### src/rtl/change_dispenser.sv
`timescale 1ns/1ps
`default_nettype none
// ============================================================================
//  Module   : change_dispenser
//  Purpose  : Pays out change after a sale, one coin per valid/ready
//             handshake, largest available denomination first. Keeps its own
//             per-denomination coin stock, which the coin path refills.
//  Ports    : clock, reset (async, active-low)
//             start, paid[15:0], cost[15:0]  - transaction request
//             deposit_valid, deposit_coin[1:0] - stock refill (one coin/cycle)
//             coin_valid, coin_type[1:0], coin_ready - hopper handshake
//             busy, done, error, err_code[1:0], remaining[15:0] - status
//             stock_500/1000/2000/5000[3:0] - current coin stock
//  Coding   : 00=5, 01=10, 10=20, 11=50 value units
//  Revision : 1.0 - initial release
// ============================================================================
module change_dispenser #(
  parameter logic [3:0] INIT_STOCK = 4'd5
) (
  input  logic        clock,
  input  logic        reset,
  input  logic        start,
  input  logic [15:0] paid,
  input  logic [15:0] cost,
  input  logic        deposit_valid,
  input  logic [1:0]  deposit_coin,
  output logic        coin_valid,
  output logic [1:0]  coin_type,
  input  logic        coin_ready,
  output logic        busy,
  output logic        done,
  output logic        error,
  output logic [1:0]  err_code,
  output logic [15:0] remaining,
  output logic [3:0]  stock_500,
  output logic [3:0]  stock_1000,
  output logic [3:0]  stock_2000,
  output logic [3:0]  stock_5000
);

  localparam logic [2:0] S_IDLE   = 3'd0;
  localparam logic [2:0] S_CHECK  = 3'd1;
  localparam logic [2:0] S_SELECT = 3'd2;
  localparam logic [2:0] S_ISSUE  = 3'd3;
  localparam logic [2:0] S_FIN    = 3'd4;
  localparam logic [2:0] S_FAIL   = 3'd5;

  localparam logic [1:0] ERR_NONE      = 2'b00;
  localparam logic [1:0] ERR_UNDERPAID = 2'b01;
  localparam logic [1:0] ERR_NO_CHANGE = 2'b10;

  logic [2:0]  state;
  logic [2:0]  next_state;
  logic        underpaid;
  logic [15:0] stock_all;
  logic        sel_found;
  logic [1:0]  sel_type;
  logic        handshake;
  logic        busy_d;
  logic        coin_valid_d;
  logic        done_d;
  logic        error_d;

  function automatic logic [15:0] coin_value(input logic [1:0] kind);
    case (kind)
      2'b00:   coin_value = 16'd5;
      2'b01:   coin_value = 16'd10;
      2'b10:   coin_value = 16'd20;
      default: coin_value = 16'd50;
    endcase
  endfunction

  // coin_valid is high exactly while in ISSUE, so ready alone completes it.
  assign handshake = (state == S_ISSUE) && coin_ready;

  // Greedy pick: largest coin that fits the remainder and is in stock.
  always_comb begin
    sel_found = 1'b0;
    sel_type  = 2'b00;
    if (stock_all[15:12] != 4'd0 && remaining >= 16'd50) begin
      sel_found = 1'b1;
      sel_type  = 2'b11;
    end else if (stock_all[11:8] != 4'd0 && remaining >= 16'd20) begin
      sel_found = 1'b1;
      sel_type  = 2'b10;
    end else if (stock_all[7:4] != 4'd0 && remaining >= 16'd10) begin
      sel_found = 1'b1;
      sel_type  = 2'b01;
    end else if (stock_all[3:0] != 4'd0 && remaining >= 16'd5) begin
      sel_found = 1'b1;
      sel_type  = 2'b00;
    end
  end

  // State register; the status outputs are registered alongside it so that
  // they line up with the state they describe.
  always_ff @(posedge clock or negedge reset) begin
    if (!reset) begin
      state      <= S_IDLE;
      busy       <= 1'b0;
      coin_valid <= 1'b0;
      done       <= 1'b0;
      error      <= 1'b0;
    end else begin
      state      <= next_state;
      busy       <= busy_d;
      coin_valid <= coin_valid_d;
      done       <= done_d;
      error      <= error_d;
    end
  end

  // CHECK acts on the paid/cost comparison captured with start, giving the
  // one-cycle decision step between acceptance and the first selection.
  always_comb begin
    next_state = state;
    case (state)
      S_IDLE:   if (start) next_state = S_CHECK;
      S_CHECK:  next_state = underpaid ? S_FAIL : S_SELECT;
      S_SELECT: begin
        if (remaining == 16'd0)  next_state = S_FIN;
        else if (sel_found)      next_state = S_ISSUE;
        else                     next_state = S_FAIL;
      end
      S_ISSUE:  if (coin_ready) next_state = S_SELECT;
      S_FIN:    next_state = S_IDLE;
      S_FAIL:   next_state = S_IDLE;
      default:  next_state = S_IDLE;
    endcase
  end

  always_comb begin
    busy_d       = (next_state != S_IDLE);
    coin_valid_d = (next_state == S_ISSUE);
    done_d       = (next_state == S_FIN);
    error_d      = (next_state == S_FAIL);
  end

  // Transaction datapath.
  always_ff @(posedge clock or negedge reset) begin
    if (!reset) begin
      underpaid <= 1'b0;
      remaining <= 16'd0;
      err_code  <= ERR_NONE;
      coin_type <= 2'b00;
    end else begin
      case (state)
        S_IDLE: begin
          if (start) begin
            underpaid <= (paid < cost);
            // Subtract only when it cannot wrap.
            remaining <= (paid < cost) ? 16'd0 : (paid - cost);
            err_code  <= ERR_NONE;
          end
        end
        S_CHECK: begin
          if (underpaid) err_code <= ERR_UNDERPAID;
        end
        S_SELECT: begin
          if (remaining != 16'd0) begin
            if (sel_found) coin_type <= sel_type;
            else           err_code  <= ERR_NO_CHANGE;
          end
        end
        S_ISSUE: begin
          if (coin_ready) remaining <= remaining - coin_value(coin_type);
        end
        default: ;
      endcase
    end
  end

  // Per-denomination stock: refill saturates at 15; a refill and a payout of
  // the same coin in one cycle cancel out.
  for (genvar g = 0; g < 4; g++) begin : g_stock
    logic [3:0] count;
    logic       inc;
    logic       dec;

    assign inc = deposit_valid && (deposit_coin == 2'(g));
    assign dec = handshake && (coin_type == 2'(g));

    always_ff @(posedge clock or negedge reset) begin
      if (!reset) begin
        count <= INIT_STOCK;
      end else if (inc && !dec) begin
        count <= (count == 4'd15) ? 4'd15 : count + 4'd1;
      end else if (dec && !inc) begin
        count <= count - 4'd1;
      end
    end

    assign stock_all[4*g +: 4] = count;
  end

  assign stock_500  = stock_all[3:0];
  assign stock_1000 = stock_all[7:4];
  assign stock_2000 = stock_all[11:8];
  assign stock_5000 = stock_all[15:12];

endmodule
`default_nettype wire

### config.mk
export PLATFORM = sky130hd
export DESIGN_NAME = change_dispenser
export DESIGN_NICKNAME = d
export VERILOG_FILES = /design/src/rtl/change_dispenser.sv
export SDC_FILE = /design/constraint.sdc
export NUM_CORES = 1
export LEC_CHECK = 0
export CORE_MARGIN = 2
export CORE_UTILIZATION = 32
export DETAILED_ROUTE_END_ITERATION = 10
export GPL_ROUTABILITY_DRIVEN = 1
export GPL_TIMING_DRIVEN = 0
export SLEW_MARGIN = 20
export SYNTH_ARGS = -nofsm -noshare
export SYNTH_HDL_FRONTEND = slang
export SYNTH_SLANG_ARGS = --single-unit
### constraint.sdc
create_clock -name clock -period 2.5 [get_ports clock]
set_clock_uncertainty 0.15 [all_clocks]
set_input_delay 0.5 -clock clock [delete_from_list [all_inputs] [get_ports clock]]
set_output_delay 0.5 -clock clock [all_outputs]
set_load 0.005 [all_outputs]
==> flow_summary.ini, run 1 <==
[placement]
hpwl_mm = 8.09
pre_cts_ws_ps = -862
gp_congestion = 0.845
io_buffers = 78
place_inst = 691
place_area_um2 = 4830

[power]
comb_power_share = 0.640
p_clk_frac = 0.123
power_mw = 6.65
irDropWorstVdd_mv = 0.397
p_switching_mw = 2.83
p_leak_nw = 2.56
swShare = 0.426
internal_power_mw = 3.81
p_per_area_nw_per_um2 = 1130
pwr-share-seq = 0.237

[setup_path]
path_buf_inv = 1
worst_path_largest_cell_delay_ps = 450
path_cells = buf_4 -> ha_4 -> nor2b_2 -> o21ai_2 -> a21boi_2 -> o41a_1 -> or3_1 -> a31oi_1 -> o21ai_1
cp-start-kind = register
cp-end-kind = register
crit_required_ps = 2530
crit_fanout = 5
cp_top_family = compound AO/OA/AOI/OAI gates
cpMaxStageDelayCell = dfrtp_2
path_class = reg -> reg
cp_data_arrival_time_ps = 2510

[final_layout]
drive_gt1_frac = 0.281
antenna_cells = 0
stdcell_area_um2 = 5860
utilization = 0.509
final_common_cell = clkdlybuf4s50_1
fin_cells = 745
nets = 679
mostFrequentLayoutCells = 52 x clkdlybuf4s50_1, 45 x buf_4, 40 x nand2_1
syn_to_final_growth_pct = 54.0

[clocking]
ctsHoldBuffers = 0
cts_made_buffers = 5
htreeDepth = 2
cts-root-buf = clkbuf_16
path_clk_slew_ps = 70
cts_tree = built
clk_latency_ps = 300
clkSinkCount = 44
max-clock-path-buffers = 2

[grt]
grt_pass1_wl_mm = 18.3
grt_pass1_vias = 3840
antenna_found_initial = 0
grt_overflow = 0
grt_max_degree = 30
track_usage = 0.174

[timing]
setup_violations = 0
final_max_slew_viol_count = 0
tns_ps = 0
finalWorstPathRequiredPeriod_ps = 2480
worstMarginPinSlew_ps = 730
holdWs_ps = 116
fmax_mhz = 403
hold_violations = 0
slew-limit-headroom = 0.512
rsz0062_at_grt = true
fin_ws_ps = 17.6
fin_crit_sh = 0.993

[floorplanning]
ios = 79
die_area_um2 = 12800
start_util = 0.331
die_w_um = 113
core_um2 = 11500
num_rows = 39
die_y_um = 113

[synthesis]
synthCells = 469
synth.ff_latch_count = 44
async_reset_ff_frac = 1.00
synth_nets = 547
synth.avg_cell_area_um2 = 8.12
yosys_warnings = 0
syn-cell-area_um2 = 3810
seq_area_frac_synth = 0.292
synth_edf_count = 0
synth-main-ff-cell = dfrtp_1
synth_cell_type_count = 65

[drt]
viasPerCell = 5.37
drcViolationCount = 9
num_vias = 4003
detail_route.wl_per_cell_um = 15.4
ant_nets = 0
drt_pass1_iterations = 8
drt_iter0_markers = 322
postRouteWirelength_mm = 11.5

[run_status]
run_status = finished with violations
violations = design-rule violations

[min_path]
worstHoldPathType = in -> async

[run]
cap_violations = 0
## cell usage after synthesis (all sizes together) (3+ instances only)
cell type | number | area [um2]
nand2b | 9 | 56.3
o21a | 10 | 76.3
mux2i | 5 | 50.1
nor3b | 4 | 30.0
a31oi | 13 | 81.3
or3 | 3 | 18.8
clkbuf | 8 | 30.0
o31ai | 4 | 30.0
ha | 37 | 463
dfrtp | 36 | 901
or4 | 8 | 60.1
nor4 | 5 | 46.3
inv | 44 | 165
o21ai | 34 | 174
nor3 | 9 | 55.1
a211o | 3 | 26.3
o311ai | 3 | 26.3
nor2 | 38 | 143
a32oi | 5 | 43.8
and3 | 7 | 43.8
nand4 | 8 | 50.1
nor2b | 4 | 25.0
nand2 | 44 | 165
a21o | 8 | 60.1
nand3 | 18 | 95.1
buf | 3 | 15.0
xnor2 | 10 | 87.6
a21oi | 43 | 226
or2 | 6 | 40.0
dfstp | 8 | 210
## cell families (layout without fill, tap and decap cells)
kind of cell               Yosys count  count (layout)  synth area share
and+or+nand+nor                    169             169             0.231
AOI/OAI and AO/OA                  145             145             0.249
buffers and inverters               55             188            0.0552
DFF                                 44              44             0.292
adders and majority gates           39              39             0.132
xor gates and xnor gates            12              12            0.0276
muxes                                5               5            0.0131
## power by group through the flow
stage	combinational (mW)	sequential, mW	clock [mW]
6_report	4.26	1.57	0.818
3_5_place_dp	3.32	1.54	0
4_1_cts	3.81	1.55	0.832
3_3_place_gp	3.23	1.52	0
5_1_grt	4.70	1.64	0.862
2_1_floorplan	2.12	1.44	0
## state kept, by name, summed over array words and instances, names as in the netlist, 2 cells and up
signal	flops
remaining	16
stock_1000	4
stock_2000	4
stock_5000	4
stock_500	4
state	3
coin_type	2
err_code	2
## final cells by class
type,instances,area [um2]
Fill cell,1081,5650
Multi-Input combinational cell,370,3000
Timing Repair Buffer,127,1170
Sequential cell,44,1120
Tap cell,143,179
Inverter,44,168
Clock buffer,7,153
Buffer,9,37.5
Clock inverter,1,30.0
## timing repair
item / in CTS / in global routing
gates resized for setup: 93 / 58
endpoints found under the setup margin: 21 / 23
pin swaps: 37 / 34
endpoints found under the hold margin: 0 / 0
setup buffers: 27 / 21
## worst register-to-register path: cells and delay by family, from the launching register on
kind | cells | cell delay (ps)
AO/OA/AOI/OAI | 5 | 880
adder cells (fa/ha/maj) | 1 | 250
buffers and inverters | 1 | 180
flip-flops | 1 | 450
AND/OR/NAND/NOR | 2 | 460
## path summary, 6_finish.rpt
path,end,from,cells past startpoint,slack (ps)
worst max-delay path,remaining[8]$_DFFE_PN0P_,coin_type[0]$_DFFE_PN0P_,9,20
worst min-delay path,state[2]$_DFF_PN0_,reset,1,120
worst max register to register,remaining[8]$_DFFE_PN0P_,coin_type[0]$_DFFE_PN0P_,9,20
worst min register to register,err_code[0]$_DFFE_PN0P_,err_code[0]$_DFFE_PN0P_,1,350
max in group asynchronous,stock_2000[0]$_DFFE_PN1P_,reset,2,1470
min in group clock,err_code[0]$_DFFE_PN0P_,err_code[0]$_DFFE_PN0P_,1,350
## metal layers
layer	up-vias	global-route usage	share of wire
met5	-	0	0
met4	0	0.0610	0.013
met3	16	0.0337	0.054
met2	120	0.301	0.50
met1	1904	0.218	0.44
li1	1963	-	-
(Power assumes the default switching activity.)
==> inputs of run 2 (changes only) <==
--- a/config.mk
+++ b/config.mk
@@ -5,8 +5,8 @@
 export SDC_FILE = /design/constraint.sdc
 export NUM_CORES = 1
 export LEC_CHECK = 0
-export CORE_MARGIN = 2
 export CORE_UTILIZATION = 32
+export CTS_CLUSTER_SIZE = 40
 export DETAILED_ROUTE_END_ITERATION = 10
 export GPL_ROUTABILITY_DRIVEN = 1
 export GPL_TIMING_DRIVEN = 0
==> flow_summary.ini, run 2 (same netlist as run 1, synthesis figures left out) <==
[run_status]
run_status = finished with violations
violations = design-rule violations, negative setup slack

[final_layout]
mostFrequentLayoutCells = 54 x clkdlybuf4s50_1, 42 x nand2_1, 38 x buf_4
seq_area_um2 = 1120
syn_to_final_growth_pct = 48.7
largest_reg_flops = 16
fill_cells = 1073
regMostFlops = remaining
drive_gt1_frac = 0.251
multi_input_area_um2 = 2920
antenna_cells = 0
nets = 671
final_common_cell = clkdlybuf4s50_1

[clocking]
path_clk_slew_ps = 60
ctsHoldBuffers = 0
cts_made_buffers = 5
cts_tree = built
clk_latency_ps = 280
max-clock-path-buffers = 2
cts-root-buf = clkbuf_16
htreeDepth = 2
clkSinkCount = 44

[setup_path]
regToRegEndpoint = remaining[8]$_DFFE_PN0P_
reg2reg_slack_ps = -50
crit_fanout = 4
crit_required_ps = 2520
r2r_cells = 10
cp-start-kind = register
path_class = reg -> reg
cp-end-kind = register
r2r_start = coin_type[1]$_DFFE_PN0P_
cp_data_arrival_time_ps = 2570

[grt]
use_met2 = 0.300
gr-usage-met1 = 0.225
track_usage = 0.174
busiest_layer = met2
met3_usage = 0.0279
grt_max_degree = 25
antenna_found_initial = 0
grt_pass1_vias = 3676
grt_pass1_wl_mm = 17.6
grt_overflow = 0

[floorplanning]
start_util = 0.331
num_rows = 39
ios = 79
die_w_um = 111
core_um2 = 11500
die_y_um = 111
die_area_um2 = 12300

[min_path]
worstHoldPathType = in -> async

[drt]
viasPerCell = 5.42
drt_iter0_markers = 269
drcViolationCount = 12
detail_route.wl_per_cell_um = 14.9
drt_pass1_iterations = 8
postRouteWirelength_mm = 11.0
num_vias = 3996
ant_nets = 0

[timing]
slew-limit-headroom = 0.526
fmax_mhz = 392
fin_crit_sh = 1.02
final_max_slew_viol_count = 0
setup_violations = 2
rsz0062_at_grt = true
finalWorstPathRequiredPeriod_ps = 2550
worstMarginPinSlew_ps = 708
tns_ps = -52.1
fin_ws_ps = -51.5
hold_violations = 0

[power]
p_per_area_nw_per_um2 = 1100
p_leak_nw = 2.46
power_mw = 6.20
irDropWorstVdd_mv = 0.402

[placement]
hpwl_mm = 7.84
io_buffers = 78
gp_congestion = 0.870

[run]
cap_violations = 0
-- run 2: area by class of cell --
class                   instances  share of cell area
well taps                     143              0.0316
repair buffers                119               0.193
inverters                      44              0.0301
multi-input cells             370               0.515
clock buffers                   8              0.0259
plain buffers                   9             0.00663
flip-flops and latches         44               0.197
-- run 2: critical path, stage by stage (launching register included) --
cell      delay (ps)
dfrtp_2          450
nor2_4           170
ha_4             150
fa_2             210
nor2b_2           50
o21ai_2          200
a21boi_4         110
o41a_1           360
or3_1            310
a31oi_1          180
o21ai_1           80
-- run 2: what timing repair did --
action                     CTS  global route
setup endpoints to repair   21            21
pin swaps                   29            34
gates resized for setup     91            46
buffers inserted            26            14
-- run 2: report_power, final --
part | internal, mW | switching [mW]
Combinational | 2.00 | 1.98
Clock | 0.399 | 0.267
Sequential | 1.10 | 0.455
Total | 3.50 | 2.70
-- run 2: layer usage --
layer,routed length [um],part of all wire
met1,5030,0.46
met3,534,0.049
met4,112,0.010
met2,5290,0.48
met5,0,0
-- run 2: how the worst max path moves through the flow --
stage | slack [ps] | end | startpoint
after global routing | -140 | remaining[15]$_DFFE_PN0P_ | coin_type[0]$_DFFE_PN0P_
final | -50 | remaining[8]$_DFFE_PN0P_ | coin_type[1]$_DFFE_PN0P_
after global placement | -830 | remaining[14]$_DFFE_PN0P_ | paid[0]
after floorplan | -5 | remaining[10]$_DFFE_PN0P_ | paid[0]
after detailed placement | -840 | remaining[14]$_DFFE_PN0P_ | paid[0]
after CTS | 3 | remaining[13]$_DFFE_PN0P_ | cost[3]
-- run 2: metrics by stage --
stage / util / setup slack, ps / hold WS, ps / instance area [um2] / std cells
after floorplan: - / -5.43 / 54.4 / 3850 / 469
after global placement: 0.418 / -828 / 323 / 4810 / 690
after detailed placement: 0.419 / -841 / 318 / 4820 / 691
after CTS: 0.472 / 3.23 / 47.6 / 5430 / 723
after global routing: 0.491 / -143 / 79.4 / 5660 / 737
final: 0.491 / -51.5 / 39.5 / 5660 / 737
==> inputs of run 3 (changes only) <==
--- a/config.mk
+++ b/config.mk
@@ -6,6 +6,8 @@
 export NUM_CORES = 1
 export LEC_CHECK = 0
 export CORE_UTILIZATION = 32
+export CTS_BUF_LIST = sky130_fd_sc_hd__clkbuf_4
+export CTS_CLUSTER_DIAMETER = 40
 export CTS_CLUSTER_SIZE = 40
 export DETAILED_ROUTE_END_ITERATION = 10
 export GPL_ROUTABILITY_DRIVEN = 1
==> flow_summary.ini, run 3 (same netlist as run 1, synthesis figures left out) <==
[run_status]
run_status = finished with violations
violations = design-rule violations, negative setup slack

[timing]
hold_violations = 0
fmax_mhz = 394
rsz0062_at_grt = true
setup_violations = 2
fin_crit_sh = 1.02
holdWs_ps = 344
fin_ws_ps = -38.2
worstMarginPinSlew_ps = 753
slew-limit-headroom = 0.496
final_max_slew_viol_count = 0
finalWorstPathRequiredPeriod_ps = 2540

[final_layout]
fin_cells = 728
drive_gt1_frac = 0.227
antenna_cells = 0
regMostFlops = remaining
final_common_cell = clkdlybuf4s50_1
syn_to_final_growth_pct = 44.2
largest_reg_flops = 16
mostFrequentLayoutCells = 57 x clkdlybuf4s50_1, 42 x nand2_1, 38 x a21oi_1
nets = 662

[setup_path]
cp-start-kind = register
crit_required_ps = 2610
worst_path_largest_cell_delay_ps = 480
r2r_cells = 10
cpMaxStageDelayCell = dfrtp_2
cp_top_family = compound AO/OA/AOI/OAI gates
path_cells = nor2_4 -> ha_4 -> fa_2 -> nor2b_2 -> o21ai_2 -> a21boi_4 -> o41a_1 -> or3_1 -> a31oi_1 -> o21ai_1
cp_data_arrival_time_ps = 2640
path_buf_inv = 0
crit_fanout = 5
path_class = reg -> reg
cp-end-kind = register
critical_path_depth = 10

[grt]
antenna_found_initial = 0
gr-usage-met1 = 0.226
grt_pass1_wl_mm = 17.6
grt_max_degree = 25
grt_pass1_vias = 3663
track_usage = 0.174
grt_overflow = 0
busiest_layer = met2
use_met2 = 0.302
met3_usage = 0.0252

[floorplanning]
die_y_um = 111
die_area_um2 = 12300
ios = 79
die_w_um = 111
num_rows = 39
start_util = 0.331
core_um2 = 11500

[clocking]
cts_tree = built
path_clk_slew_ps = 130
clk_latency_ps = 360
max-clock-path-buffers = 2
clkSinkCount = 44
cts_made_buffers = 5
cts-root-buf = clkbuf_4
htreeDepth = 2

[power]
p_clk_frac = 0.062
power_mw = 5.85
internal_power_mw = 3.21
irDropWorstVdd_mv = 0.336
pwr-share-seq = 0.265
p_switching_mw = 2.64
swShare = 0.451
p_per_area_nw_per_um2 = 1070
comb_power_share = 0.673
p_leak_nw = 2.37

[placement]
place_inst = 691
io_buffers = 78
hpwl_mm = 7.84
pre_cts_ws_ps = -841
gp_congestion = 0.870

[drt]
drt_pass1_iterations = 8
drt_iter0_markers = 251
detail_route.wl_per_cell_um = 14.9
num_vias = 3946
postRouteWirelength_mm = 10.8
drcViolationCount = 12
ant_nets = 0
viasPerCell = 5.42

[run]
cap_violations = 0

[min_path]
worstHoldPathType = reg -> reg
holdPathStages = 1
[run 3: cell types whose count changed in the layout (fill, tap and decap cells not counted), moves of 5 or more]
cell,previous run,this run
buf_4,38,29
clkbuf_4,0,7
dlygate4sd2_1,8,14
clkbuf_16,5,0
[run 3: metal layers]
| metal | wire [um] | vias to the layer above |
|---|---|---|
| met3 | 454 | 18 |
| met2 | 5270 | 115 |
| met4 | 149 | 0 |
| met5 | 0 | - |
| met1 | 4940 | 1877 |
| li1 | - | 1936 |
[run 3: final cells by class]
type                       count  area [um2]
multi-input combinational    370        2920
clock buffer                   7        52.6
timing repair buffer         110        1020
inverter                      44         165
tap                          143         179
buffer                         9        37.5
sequential                    44        1110
clock inverter                 1        3.75
fill                        1109        6030
[run 3: repair_timing]
item / 4_1_cts / 5_1_grt
gates resized for setup: 82 / 29
endpoints found under the hold margin: 20 / 0
setup buffers: 22 / 8
setup endpoints to repair: 21 / 18
hold buffers: 1 / 0
gates cloned: 0 / 0
pin swaps: 21 / 16
[run 3: final timing paths]
| kind | startpoint | endpoint | slack (ps) |
|---|---|---|---|
| min in group asynchronous | reset | error$_DFF_PN0_ | 480 |
| setup / recovery | coin_type[0]$_DFFE_PN0P_ | remaining[8]$_DFFE_PN0P_ | -40 |
| setup reg to reg | coin_type[0]$_DFFE_PN0P_ | remaining[8]$_DFFE_PN0P_ | -40 |
| hold reg to reg | err_code[0]$_DFFE_PN0P_ | err_code[0]$_DFFE_PN0P_ | 340 |
| hold / removal | err_code[0]$_DFFE_PN0P_ | err_code[0]$_DFFE_PN0P_ | 340 |
| max in group asynchronous | reset | stock_500[2]$_DFFE_PN1P_ | 1120 |
[run 3: metrics by stage]
stage	TNS [ps]	util	area (um2)
after global routing	-744	0.477	5490
after CTS	0	0.463	5340
after floorplan	-5.43	-	3850
after detailed placement	-13320	0.419	4820
final	-58.8	0.477	5490
after global placement	-31420	0.418	4810
[run 3: worst register-to-register path, delay by kind of cell (launching register included)]
| kind | cells | cell delay, ps |
|---|---|---|
| AOI/OAI and AO/OA | 5 | 900 |
| and+or+nand+nor | 3 | 540 |
| adders and majority gates | 2 | 360 |
| DFF | 1 | 480 |
[run 3: power by group through the flow]
stage | Sequential [mW] | Clock [mW] | Combinational, mW
6_report | 1.55 | 0.362 | 3.94
5_1_grt | 1.62 | 0.405 | 4.33
4_1_cts | 1.54 | 0.381 | 3.69
3_5_place_dp | 1.54 | 0 | 3.29
3_3_place_gp | 1.52 | 0 | 3.22
2_1_floorplan | 1.44 | 0 | 2.12
